===== config.mk =====
export PLATFORM = sky130hd
export DESIGN_NAME = move_list_streamer
export DESIGN_NICKNAME = d
export VERILOG_FILES = /design/src/rtl/move_list_streamer.sv
export SDC_FILE = /design/constraint.sdc
export NUM_CORES = 1
export LEC_CHECK = 0
export CAP_MARGIN = 40
export CORE_ASPECT_RATIO = 2
export CORE_MARGIN = 4
export CORE_UTILIZATION = 40
export CTS_BUF_LIST = sky130_fd_sc_hd__clkbuf_4
export DETAILED_ROUTE_END_ITERATION = 10
export GPL_TIMING_DRIVEN = 0
export PLACE_DENSITY = 0.72
export SYNTH_ARGS = -nofsm -noshare
export SYNTH_HDL_FRONTEND = slang
export SYNTH_SLANG_ARGS = --single-unit
export TNS_END_PERCENT = 50

===== constraint.sdc =====
create_clock -name clk -period 2.84 [get_ports clk]
set_input_delay 0.568 -clock clk [delete_from_list [all_inputs] [get_ports clk]]
set_output_delay 0.568 -clock clk [all_outputs]
set_load 0.03 [all_outputs]

===== src/rtl/move_list_streamer.sv =====
// Walks the all_moves list after am_moves_ready, waits out the move-RAM read latency per index and
// streams each (optionally capture-filtered) move over valid/ready, then reports status and releases all_moves.
module move_list_streamer #(
  parameter int MAX_POSITIONS_LOG2 = 7,
  parameter int EVAL_WIDTH         = 24,
  parameter int UCI_WIDTH          = 16,
  parameter int READ_LATENCY       = 2
) (
  input  logic                                clk,
  input  logic                                reset,
  input  logic                                capture_only,
  input  logic                                am_moves_ready,
  input  logic [MAX_POSITIONS_LOG2-1:0]       am_move_count,
  input  logic                                initial_mate,
  input  logic                                initial_stalemate,
  input  logic [UCI_WIDTH-1:0]                uci_in,
  input  logic                                capture_in,
  input  logic                                white_in_check_in,
  input  logic                                black_in_check_in,
  input  logic signed [EVAL_WIDTH-1:0]        eval_in,
  output logic [MAX_POSITIONS_LOG2-1:0]       am_move_index,
  output logic                                am_clear_moves,
  output logic                                mv_valid,
  input  logic                                mv_ready,
  output logic [UCI_WIDTH-1:0]                mv_uci,
  output logic [MAX_POSITIONS_LOG2-1:0]       mv_index,
  output logic                                mv_capture,
  output logic                                mv_check,
  output logic signed [EVAL_WIDTH-1:0]        mv_eval,
  output logic                                mv_last,
  output logic                                done_valid,
  output logic [1:0]                          done_status,
  output logic [MAX_POSITIONS_LOG2-1:0]       emitted_count
);
  localparam int PW = MAX_POSITIONS_LOG2;
  localparam logic [2:0] WAIT_INIT = 3'(READ_LATENCY - 1);

  typedef enum logic [3:0] {
    S_IDLE, S_START, S_READ, S_WAIT, S_EVAL, S_PRESENT, S_FINISH, S_CLEAR, S_CLEAR_WAIT
  } state_t;

  state_t                 state_q;
  logic [PW-1:0]          count_q, idx_q, emit_q;
  logic                   co_q;
  logic [2:0]             wait_q;
  logic                   valid_q, last_q, cap_q, chk_q, done_q, clear_q;
  logic [UCI_WIDTH-1:0]   uci_q;
  logic [PW-1:0]          mv_idx_q;
  logic signed [EVAL_WIDTH-1:0] eval_q;
  logic [1:0]             status_q;

  logic          at_last;
  logic [PW-1:0] idx_d;
  // Terminal test is on count-1 so the index never has to wrap past the list end.
  assign at_last = (idx_q == (count_q - PW'(1)));
  assign idx_d   = idx_q + PW'(1);

  always_ff @(posedge clk) begin
    if (reset) begin
      state_q  <= S_IDLE;
      count_q  <= '0;
      idx_q    <= '0;
      emit_q   <= '0;
      co_q     <= 1'b0;
      wait_q   <= '0;
      valid_q  <= 1'b0;
      last_q   <= 1'b0;
      cap_q    <= 1'b0;
      chk_q    <= 1'b0;
      uci_q    <= '0;
      mv_idx_q <= '0;
      eval_q   <= '0;
      done_q   <= 1'b0;
      clear_q  <= 1'b0;
      status_q <= 2'd0;
    end else begin
      done_q  <= 1'b0;
      clear_q <= 1'b0;
      case (state_q)
        S_IDLE: if (am_moves_ready) begin
          count_q <= am_move_count;
          co_q    <= capture_only;
          emit_q  <= '0;
          idx_q   <= '0;
          state_q <= S_START;
        end
        S_START: begin
          if (count_q == '0) begin
            status_q <= initial_mate ? 2'd1 : (initial_stalemate ? 2'd2 : 2'd3);
            state_q  <= S_FINISH;
          end else begin
            state_q <= S_READ;
          end
        end
        // The READ cycle itself counts toward the latency, so latency 1 skips WAIT.
        S_READ: begin
          wait_q  <= WAIT_INIT;
          state_q <= (READ_LATENCY == 1) ? S_EVAL : S_WAIT;
        end
        S_WAIT: begin
          wait_q <= wait_q - 3'd1;
          if (wait_q <= 3'd1) state_q <= S_EVAL;
        end
        S_EVAL: begin
          if (co_q && !capture_in) begin
            if (at_last) state_q <= S_FINISH;
            else begin
              idx_q   <= idx_d;
              state_q <= S_READ;
            end
          end else begin
            uci_q    <= uci_in;
            mv_idx_q <= idx_q;
            cap_q    <= capture_in;
            chk_q    <= white_in_check_in | black_in_check_in;
            eval_q   <= eval_in;
            last_q   <= at_last;
            valid_q  <= 1'b1;
            state_q  <= S_PRESENT;
          end
        end
        S_PRESENT: if (mv_ready) begin
          valid_q <= 1'b0;
          last_q  <= 1'b0;
          emit_q  <= emit_q + PW'(1);
          if (at_last) state_q <= S_FINISH;
          else begin
            idx_q   <= idx_d;
            state_q <= S_READ;
          end
        end
        S_FINISH: begin
          done_q <= 1'b1;
          if (count_q != '0) status_q <= (emit_q != '0) ? 2'd0 : 2'd3;
          state_q <= S_CLEAR;
        end
        S_CLEAR: begin
          clear_q <= 1'b1;
          idx_q   <= '0;
          state_q <= S_CLEAR_WAIT;
        end
        S_CLEAR_WAIT: state_q <= S_IDLE;
        default:      state_q <= S_IDLE;
      endcase
    end
  end

  assign am_move_index  = idx_q;
  assign am_clear_moves = clear_q;
  assign mv_valid       = valid_q;
  assign mv_uci         = uci_q;
  assign mv_index       = mv_idx_q;
  assign mv_capture     = cap_q;
  assign mv_check       = chk_q;
  assign mv_eval        = eval_q;
  assign mv_last        = last_q;
  assign done_valid     = done_q;
  assign done_status    = status_q;
  assign emitted_count  = emit_q;
endmodule

# Yosys cells after proc, flatten, opt, wreduce, memory -nomap -nowiden
# Cells that the tools add are included.
[classes] n_addsub=4 mul=0 div_mod_pow=0 n_lt_le_gt_ge=1 eq_ne=15 shift=0 muxes=28 bitwise_logic=2 n_reduce_logical=18
[op_table] cell="two-way mux 7 bit" count=5
[op_table] cell="case mux 4 bit (8 select lines)" count=1
[op_table] cell="case mux 7 bit (4 select lines)" count=1
[op_table] cell="equality test 4 x 3 -> 1 bit, second input constant" count=4
[op_table] cell="two-way mux 4 bit" count=4
[op_table] cell="adder 7 x 1 -> 7 bit, second input constant" count=2
[op_table] cell="!= test 2 bit, second input constant" count=7
[op_table] cell="case mux 7 bit (2 select lines)" count=1
[op_table] cell="nonzero test 7 bit" count=2
[op_table] cell="AND reduction 3 bit" count=4
[op_table] cell="equality test 4 x 2 -> 1 bit, second input constant" count=2
[op_table] cell="two-way mux 2 bit" count=4
[op_table] cell="nonzero test 2 bit" count=4
[op_table] cell="equality test 7 bit" count=1
[op_table] cell="zero test 7 bit" count=1
[op_table] cell="subtractor 7 x 1 -> 7 bit, second input constant" count=1
[op_table] cell="two-way mux 1 bit" count=6
[op_table] cell="two-way mux 3 bit" count=2
[op_table] cell="case mux 3 bit (2 select lines)" count=1
[op_table] cell="equality test 4 x 1 -> 1 bit, second input constant" count=1
[op_table] cell="zero test 4 bit" count=1
[op_table] cell="case mux 1 bit (2 select lines)" count=2
[op_table] cell="case mux 2 bit (2 select lines)" count=1
[op_table] cell="AND reduction 2 bit" count=2
[op_table] cell="other kinds (8)" count=8
[totals] ff_bits=84 latch_bits=0 ram_bits=0 rom_bits=0 input_bits=57 mem_count=0

# Depth between registers and ports, before layout
# Gate-level depths: netlist of the first run.
[logic_depth] word_depth=5 depth_mapped=10 mapped_depth_nobuf=8

# Worst setup path after synthesis of the first run
# No wires, ideal clock.
[synth_timing] kind="register -> register" start="reg idx_q[6], in the netlist am_move_index[6]" end="reg idx_q[0], in the netlist am_move_index[0]" setup_time_ps=119 t_arrival_ps=1951 path_slack_ps=770 path_stages_with_launch=8 synth_period_minus_slack_ps=2070 cell_sequence="dfxtp_1 > xnor2_1 > and3_1 > or4_4 > o31ai_4 > buf_6 > xor2_1 > nor2_1"
[synth_via] elab_chain_len=4 word_cells_on_any_way=5 classes_between="1 x eq/ne; 4 x mux"
[synth_lines] element="start: declaration" line="43" rtl="logic [PW-1:0] count_q, idx_q, emit_q;"
[synth_lines] element="start signal: assignment" line="108" rtl="idx_q <= idx_d;"
[synth_lines] element="start signal: assignment" line="128" rtl="idx_q <= idx_d;"
[synth_lines] element="equality test 7 bit *" line="55" rtl="assign at_last = (idx_q == (count_q - PW'(1)));"
[synth_lines] element="two-way mux 7 bit *"
[synth_lines] element="two-way mux 7 bit, on equally long branches"
[synth_lines] element="case mux 7 bit (4 select lines) *"
# Mark *: on every way between the ends. The rest lies on a longest branch, timed or not. The select of a mux whose other input is x is not followed.
# A chain may end at the register's enable or synchronous reset.

# Worst setup path after layout of the first run
[layout_timing] start="reg idx_q[1], in the netlist am_move_index[1]" end="out am_move_index[1]"
[layout_rtl] element="end: declaration" line="21" rtl="output logic [MAX_POSITIONS_LOG2-1:0] am_move_index,"
# No word-level cell between the ends.

==> results.cfg, run 1 <==
[place]
dp_cells = 664
place_congestion = 0.853
hpwl_mm = 7.78
port_buffers = 124
dp_slack_ps = 209

[floorplan]
io_pins = 126
initial_core_util_pct = 41.4
dieWidth_um = 75.3
fp.dieH_um = 143
core_area_um2 = 8770
rows = 48
die-area_um2 = 10700

[synthesis]
synth_enable_flop_cells = 0
synthSimpleGateAreaFrac_pct = 25.3
synth_top_cell_by_area = dfxtp_1
synth_top_family_by_area = simple AND/OR/NAND/NOR gates
ys_types = 49
synth_xor_area_share_pct = 3.14
synth_seq_cells = 84
syn-num-nets = 504
synthFlopType = dfxtp_1
netlist_area_um2 = 3630
synthArstFlopShare_pct = 0
synth.top_cell.area_share_pct = 46.4
ys.warnings.count = 0
yosysSeqAreaShare_pct = 46.4
synthTopCellsByArea = dfxtp_1, nand2_1, a21oi_1
synth.avg_cell_area_um2 = 8.24
synthMuxAreaShare_pct = 2.76
synth_fa_ha_area_share_pct = 2.42
syn_inst = 440
synth-compound-area-share_pct = 15.3

[drt]
wl_mm = 10.0
drt_iter0_markers = 130
antenna_left = 0
vias = 3517
drc = 0
wl_per_cell_um = 14.8
avgViaCountPerCell = 5.17
drt_first_pass_iters = 6

[clock_network]
cts_sinks = 84
cts_hold_buf = 0
cts_tree = built
postCtsSetupRepairBufs = 0
clockBufferDepth = 2
clkSlewWorstSetupHoldPaths_ps = 120
htree_levels = 3
post_cts_resized = 0
clock_latency_ps = 440
cts_buffers = 9
root_buffer = clkbuf_4

[worst_setup_path]
crit_chain = clkdlybuf4s50_1
worst_setup_path_end_kind = output port
critical_path_class = reg2out
critPathArrivalTime_ps = 1710
cp_num_buf_inv = 1
rrSetupSlack_ps = 570
required_ps = 2270
reg2regPathDepth = 7
crit_family = buffers and inverters
r2r-start = count_q[0]
worstPathMaxFanout = 7
cp-start-kind = flip-flop
reg2reg_to = state_q[2]
slowest_stage = clkdlybuf4s50_1
slowest_delay_ps = 740

[timing]
tightest_slew_ps = 656
worst_slack_ps = 564
period_minus_slack_ps = 2280
setup-tns-final_ps = 0
setup_viol = 0
drv_slew = 0
period_share_pct = 80.1
fmax_mhz = 439
relSlewSlack_pct = 56.2
rsz0062_at_grt = false
hold_viol = 0
finClkSkew_ps = 14.7

[grt]
grt_max_degree = 14
grt_pass1_wl_mm = 15.7
track_usage_pct = 19.0
antenna_found_initial = 1
grt-ovfl-total = 0
grt_pass1_vias = 3342

[job]
maxCapViolCount = 0

[pwr]
ir_drop_uv = 289
p_leak_nw = 1.75
p_per_area_nw_per_um2 = 490
power.total_mw = 2.52

[cells_and_area]
synthToLayoutAreaGrowth_pct = 41.8
drive_gt1_share_pct = 4.84
fin_nets = 639
fin_cells = 680

[min_path]
hold_path_end = mv_eval[7]
hold_start = mv_eval[7]
hold_path.class = reg2reg
hold_depth = 2

[outcome]
run_status = finished, final reports clean
[layout by cell type, fill, tap and decap left out, drive strengths merged, types with 2 or more instances in the layout]
| cell type | count |
|---|---|
| nor2 | 27 |
| a21o | 2 |
| buf | 7 |
| nand3 | 8 |
| nor2b | 2 |
| o21ai | 8 |
| clkbuf | 32 |
| nand2b | 4 |
| inv | 9 |
| xor2 | 4 |
| or3 | 9 |
| xnor2 | 9 |
| clkinv | 3 |
| nand4b | 3 |
| a311oi | 3 |
| a21oi | 68 |
| mux2i | 10 |
| clkdlybuf4s50 | 124 |
| nor3 | 9 |
| nand4 | 4 |
| nand2 | 108 |
| and3 | 3 |
| bufinv | 2 |
| nor4 | 4 |
| ha | 7 |
| nor3b | 5 |
| or4 | 2 |
| dfxtp | 84 |
| nand3b | 2 |
| o31ai | 2 |
| and2 | 2 |
[metal layers]
layer	vias up	routed length (um)	part of all wire (%)	GRT usage (%)
met5	-	0	0	0
met1	1619	3630	36	19.3
met2	112	5420	54	34.3
li1	1762	-	-	-
met3	24	630	6.3	4.51
met4	0	349	3.5	9.68
[logic make-up after synthesis]
kind of cell	after synthesis
buffers and inverters	39
and+or+nand+nor	193
xor gates and xnor gates	13
AOI/OAI and AO/OA	94
DFF	84
adders and majority gates	7
muxes	10
[cell usage after synthesis, drive strengths merged, types with 2 or more instances]
library cell and instances:
nand4 4, nand2 108, buf 7, a21oi 68, nand2b 4, and3 3
nor3 9, dfxtp 84, ha 7, nor2b 2, o21ai 8, nand4b 3
nand3b 2, mux2i 10, nor3b 5, clkbuf 23, and2 2, or4 2
o31ai 2, a311oi 3, nor2 27, xor2 4, xnor2 9, or3 9
nand3 8, nor4 4, a21o 2, inv 9
[how the worst max path moves through the flow]
stage | start | endpoint | cells past startpoint
2_1_floorplan | am_move_index[6] | am_move_index[0] | 7
3_3_place_gp | capture_in | am_move_index[4] | 8
4_1_cts | am_move_index[1] | am_move_index[1] | 1
5_1_grt | state_q[3] | mv_uci[3] | 8
6_report | am_move_index[1] | am_move_index[1] | 1
3_5_place_dp | capture_in | am_move_index[4] | 8
[flip-flops by register name, indices dropped and copies added (netlist names)]
signal	cells
emitted_count	7
done_status	2
mv_check	1
mv_capture	1
state_q	4
mv_eval	24
count_q	7
co_q	1
am_clear_moves	1
mv_valid	1
mv_uci	16
wait_q	3
done_valid	1
mv_last	1
am_move_index	7
mv_index	7
[where the power goes]
part / internal (mW) / switching [mW] / leakage [nW] / total [mW]
sequential: 1.22 / 0.0365 / 0.679 / 1.26
clock: 0.345 / 0.394 / 0.0769 / 0.739
combinational: 0.238 / 0.282 / 0.994 / 0.520
[through the flow]
stage	area, um2	hold slack (ps)	util (%)
2_1_floorplan	3630	457	-
3_5_place_dp	4990	445	56.9
3_3_place_gp	4990	441	56.9
5_1_grt	5140	481	58.6
4_1_cts	5140	463	58.6
6_report	5140	460	58.6
[area by class of cell]
type	count	area, um2
Tap cell	100	125
Multi-Input combinational cell	317	1780
Clock inverter	6	80.1
Inverter	9	33.8
Buffer	30	135
Sequential cell	84	1680
Clock buffer	9	67.6
Timing Repair Buffer	124	1240
Fill cell	830	3630
Antenna cell	1	2.50
No activity file was read; power rests on OpenSTA's default activity.
==> run 2: changes to the inputs <==
--- a/config.mk
+++ b/config.mk
@@ -12,7 +12,7 @@
 export CTS_BUF_LIST = sky130_fd_sc_hd__clkbuf_4
 export DETAILED_ROUTE_END_ITERATION = 10
 export GPL_TIMING_DRIVEN = 0
-export PLACE_DENSITY = 0.72
+export PLACE_DENSITY = 0.75
 export SYNTH_ARGS = -nofsm -noshare
 export SYNTH_HDL_FRONTEND = slang
 export SYNTH_SLANG_ARGS = --single-unit
==> constraint.sdc (replaced) <==
create_clock -name clk -period 1.9 [get_ports clk]
set_input_delay 0.38 -clock clk [delete_from_list [all_inputs] [get_ports clk]]
set_output_delay 0.38 -clock clk [all_outputs]
set_load 0.03 [all_outputs]
==> results.cfg, run 2 (synthesis gave the netlist of run 1 again) <==
[cells_and_area]
final_cell_mix = nand2_1, dfxtp_1, clkdlybuf4s50_1
drive_gt1_share_pct = 11.7
largest_reg_flops = 24
multi_input_area_um2 = 1830
ff_latch_area_um2 = 1700
fin_nets = 648
final_core_utilization_pct = 61.3
synthToLayoutAreaGrowth_pct = 48.2
nFillCells = 827
final_common_cell = nand2_1
fin_cells = 689

[grt]
use_met2_pct = 38.9
met1_usage_pct = 19.3
antenna_found_initial = 1
track_usage_pct = 20.4
grt-ovfl-total = 0
top_usage_layer = met2
use_met3_pct = 4.16
grt_max_degree = 20
grt_pass1_vias = 3604
grt_pass1_wl_mm = 16.8

[timing]
relSlewSlack_pct = 62.6
worst_slack_ps = -239
period_minus_slack_ps = 2140
hold_viol = 0
fmax_mhz = 468
rsz0062_at_grt = true
period_share_pct = 113
finClkSkew_ps = 17.7
tightest_slew_ps = 555
drv_slew = 0
setup_viol = 10
setup-tns-final_ps = -1540
whs_ps = 458

[floorplan]
die-area_um2 = 10700
dieWidth_um = 75.3
fp.dieH_um = 143
rows = 48
initial_core_util_pct = 41.4
io_pins = 126
core_area_um2 = 8770

[drt]
wl_per_cell_um = 15.7
avgViaCountPerCell = 5.26
drt_iter0_markers = 169
drt_first_pass_iters = 4
antenna_left = 0
drc = 0
wl_mm = 10.8
vias = 3622

[clock_network]
clkSlewWorstSetupHoldPaths_ps = 120
root_buffer = clkbuf_4
clockBufferDepth = 2
cts_buffers = 9
clock_latency_ps = 440
cts_sinks = 84
htree_levels = 3
cts_tree = built

[pwr]
power.total_mw = 3.72
ir_drop_uv = 491
p_leak_nw = 2.47
p_per_area_nw_per_um2 = 692

[worst_setup_path]
critical_path_class = reg2reg
cpMostUsedCell = buf_6
critPathArrivalTime_ps = 2460
slowest_stage = or4_4
required_ps = 2220
cp_num_buf_inv = 2
crit_family = simple AND/OR/NAND/NOR gates
worstPathMaxFanout = 8
slowest_delay_ps = 520
crit_chain = buf_6 -> nor3_2 -> a21oi_1 -> or4_4 -> o31ai_4 -> buf_6 -> xor2_1 -> nor2_1
cp-start-kind = flip-flop
worst_setup_path_end_kind = flip-flop

[job]
maxCapViolCount = 0

[place]
dp_cells = 664
place_congestion = 0.831
hpwl_mm = 8.25
port_buffers = 124

[min_path]
hold_path.class = reg2reg

[outcome]
run_status = finished, violations left
violations = setup timing
-- run 2: cell count changes in the layout (fill, tap and decap cells not counted), moves of 3 or more --
cell,delta
buf_4,+9
buf_6,+3
clkbuf_1,-13
clkbuf_2,+7
clkbuf_4,+3
clkdlybuf4s50_1,-47
dfxtp_1,-6
dfxtp_4,+4
dlygate4sd2_1,+19
dlymetal6s2s_1,+28
-- run 2: power breakdown --
group	switching, mW	internal, mW	total [mW]
combinational	0.455	0.405	0.861
sequential	0.0553	1.82	1.88
clock	0.593	0.384	0.976
-- run 2: final cells by class --
type	count	area share, %
Inverter	9	0.629
Tap cell	100	2.33
Buffer	27	3.05
Antenna cell	1	0.0466
Clock inverter	6	1.05
Sequential cell	84	31.6
Clock buffer	9	1.26
Timing Repair Buffer	136	25.9
Multi-Input combinational cell	317	34.1
-- run 2: routing by layer --
| layer | wire length [um] | up-vias |
|---|---|---|
| li1 | - | 1779 |
| met1 | 3760 | 1693 |
| met2 | 6060 | 124 |
| met3 | 658 | 26 |
| met4 | 331 | 0 |
| met5 | 0 | - |
-- run 2: worst min-delay path: cells and delay by family, from the launching register on --
kind,cells,cell delay [ps]
AO/OA/AOI/OAI,1,50
AND/OR/NAND/NOR,1,50
flip-flops,1,320
-- run 2: timing repair --
item,CTS,global route
buffers inserted,6,5
hold buffers,0,0
cloned,1,0
pin swaps,7,6
endpoints found under the setup margin,92,96
resized for setup,46,39
-- run 2: path summary, 6_finish.rpt --
check / slack (ps) / start / end / cells after the start
hold / removal: 460 / mv_index[2] / mv_index[2] / 2
setup / recovery: -240 / count_q[2] / am_move_index[0] / 8
setup reg to reg: -240 / count_q[2] / am_move_index[0] / 8
hold reg to reg: 460 / mv_index[2] / mv_index[2] / 2
-- run 2: metrics by stage --
stage / area [um2] / setup slack, ps
floorplan: 3660 / -68.2
global placement: 5020 / -548
detailed placement: 5020 / -545
CTS: 5250 / -200
global route: 5370 / -301
finish: 5370 / -239
==> run 3: changes to the inputs <==
--- a/config.mk
+++ b/config.mk
@@ -12,7 +12,7 @@
 export CTS_BUF_LIST = sky130_fd_sc_hd__clkbuf_4
 export DETAILED_ROUTE_END_ITERATION = 10
 export GPL_TIMING_DRIVEN = 0
-export PLACE_DENSITY = 0.75
+export PLACE_DENSITY = 0.72
 export SYNTH_ARGS = -nofsm -noshare
 export SYNTH_HDL_FRONTEND = slang
 export SYNTH_SLANG_ARGS = --single-unit
==> constraint.sdc (replaced) <==
create_clock -name clk -period 2.2 [get_ports clk]
set_input_delay 0.44 -clock clk [delete_from_list [all_inputs] [get_ports clk]]
set_output_delay 0.44 -clock clk [all_outputs]
set_load 0.03 [all_outputs]
==> results.cfg, run 3 (synthesis gave the netlist of run 1 again) <==
[outcome]
run_status = finished, final reports clean

[drt]
antenna_left = 0
drc = 0
wl_per_cell_um = 14.9
avgViaCountPerCell = 5.18
drt_iter0_markers = 157
drt_first_pass_iters = 6
wl_mm = 10.3
vias = 3559

[clock_network]
clkSlewWorstSetupHoldPaths_ps = 130
clockBufferDepth = 2
htree_levels = 3
clock_latency_ps = 440
cts_tree = built
root_buffer = clkbuf_4
cts_sinks = 84
cts_buffers = 9

[pwr]
p_leak_nw = 1.89
p_per_area_nw_per_um2 = 624
ir_drop_uv = 374
power.total_mw = 3.29

[floorplan]
io_pins = 126
die-area_um2 = 10700
rows = 48
initial_core_util_pct = 41.4
dieWidth_um = 75.3
core_area_um2 = 8770
fp.dieH_um = 143

[place]
place_congestion = 0.853
hpwl_mm = 7.78
port_buffers = 124

[timing]
setup-tns-final_ps = 0
drv_slew = 0
finClkSkew_ps = 15.9
fmax_mhz = 473
tightest_slew_ps = 648
setup_viol = 0
relSlewSlack_pct = 56.8
hold_viol = 0
period_share_pct = 96.0
period_minus_slack_ps = 2110
rsz0062_at_grt = true

[worst_setup_path]
r2r-start = count_q[5]
cp-start-kind = flip-flop
critical_path_class = reg2reg
critPathArrivalTime_ps = 2460
required_ps = 2540
worst_setup_path_end_kind = flip-flop
worstPathMaxFanout = 5
rrSetupSlack_ps = 90
reg2reg_to = am_move_index[0]
reg2regPathDepth = 7

[cells_and_area]
final_cell_mix = clkdlybuf4s50_1, nand2_1, dfxtp_1
drive_gt1_share_pct = 9.22
final_common_cell = clkdlybuf4s50_1
final_core_utilization_pct = 60.1
fin_nets = 646
synthToLayoutAreaGrowth_pct = 45.4
largest_reg_flops = 24

[grt]
grt_pass1_wl_mm = 15.7
grt-ovfl-total = 0
grt_pass1_vias = 3351
antenna_found_initial = 1
grt_max_degree = 14
track_usage_pct = 19.0

[job]
maxCapViolCount = 0

[min_path]
hold_path.class = reg2reg
hold_depth = 2
hold_path_end = mv_eval[7]
hold_start = mv_eval[7]
## run 3: repair_timing
| item | in CTS | in global routing |
|---|---|---|
| gates cloned | 0 | 1 |
| resized for setup | 3 | 36 |
| hold endpoints to repair | 0 | 0 |
| pin swaps | 1 | 7 |
| hold buffers | 0 | 0 |
| endpoints found under the setup margin | 17 | 52 |
| setup buffers | 0 | 6 |
## run 3: worst max-delay path, cell delays in order, from the launching register on
cell and delay, ps:
dfxtp_1 440, xnor2_1 130, and3_1 200, or4_4 560, o31ai_4 300, buf_6 160
xor2_1 160, nor2_1 60
## run 3: power breakdown
part | internal [mW] | switching, mW | leakage, nW
Combinational | 0.329 | 0.376 | 1.13
Clock | 0.445 | 0.513 | 0.0769
Sequential | 1.58 | 0.0470 | 0.682
Total | 2.35 | 0.936 | 1.89
## run 3: cell type report
class | count | area [um2]
inverters | 9 | 33.8
repair buffers | 131 | 1300
well taps | 100 | 125
flip-flops and latches | 84 | 1690
diodes | 1 | 2.50
plain buffers | 30 | 156
fillers | 824 | 3500
multi-input cells | 317 | 1810
clock buffers | 9 | 67.6
clock inverters | 6 | 80.1
## run 3: worst max path at each step
stage	from	endpoint	slack, ps	cells after the start
floorplan	am_move_index[6]	am_move_index[0]	130	7
global placement	capture_in	am_move_index[4]	-300	8
detailed placement	capture_in	am_move_index[4]	-300	8
CTS	count_q[0]	state_q[2]	-20	7
global route	count_q[2]	am_move_index[1]	-10	8
finish	count_q[5]	am_move_index[0]	90	7
## run 3: metal layers
metal	track usage, %	up-vias	routed length (um)
met1	19.2	1617	3590
met2	34.5	130	5570
met5	0	-	0
met3	4.51	29	699
met4	9.68	0	411
li1	-	1783	-
## run 3: through the flow
stage	setup WS (ps)	hold slack [ps]	instances	area, um2
6_report	87.3	460	687	5270
2_1_floorplan	130	457	440	3630
3_5_place_dp	-303	445	664	4990
4_1_cts	-17.4	463	679	5150
5_1_grt	-11.1	481	687	5270
3_3_place_gp	-301	441	664	4990
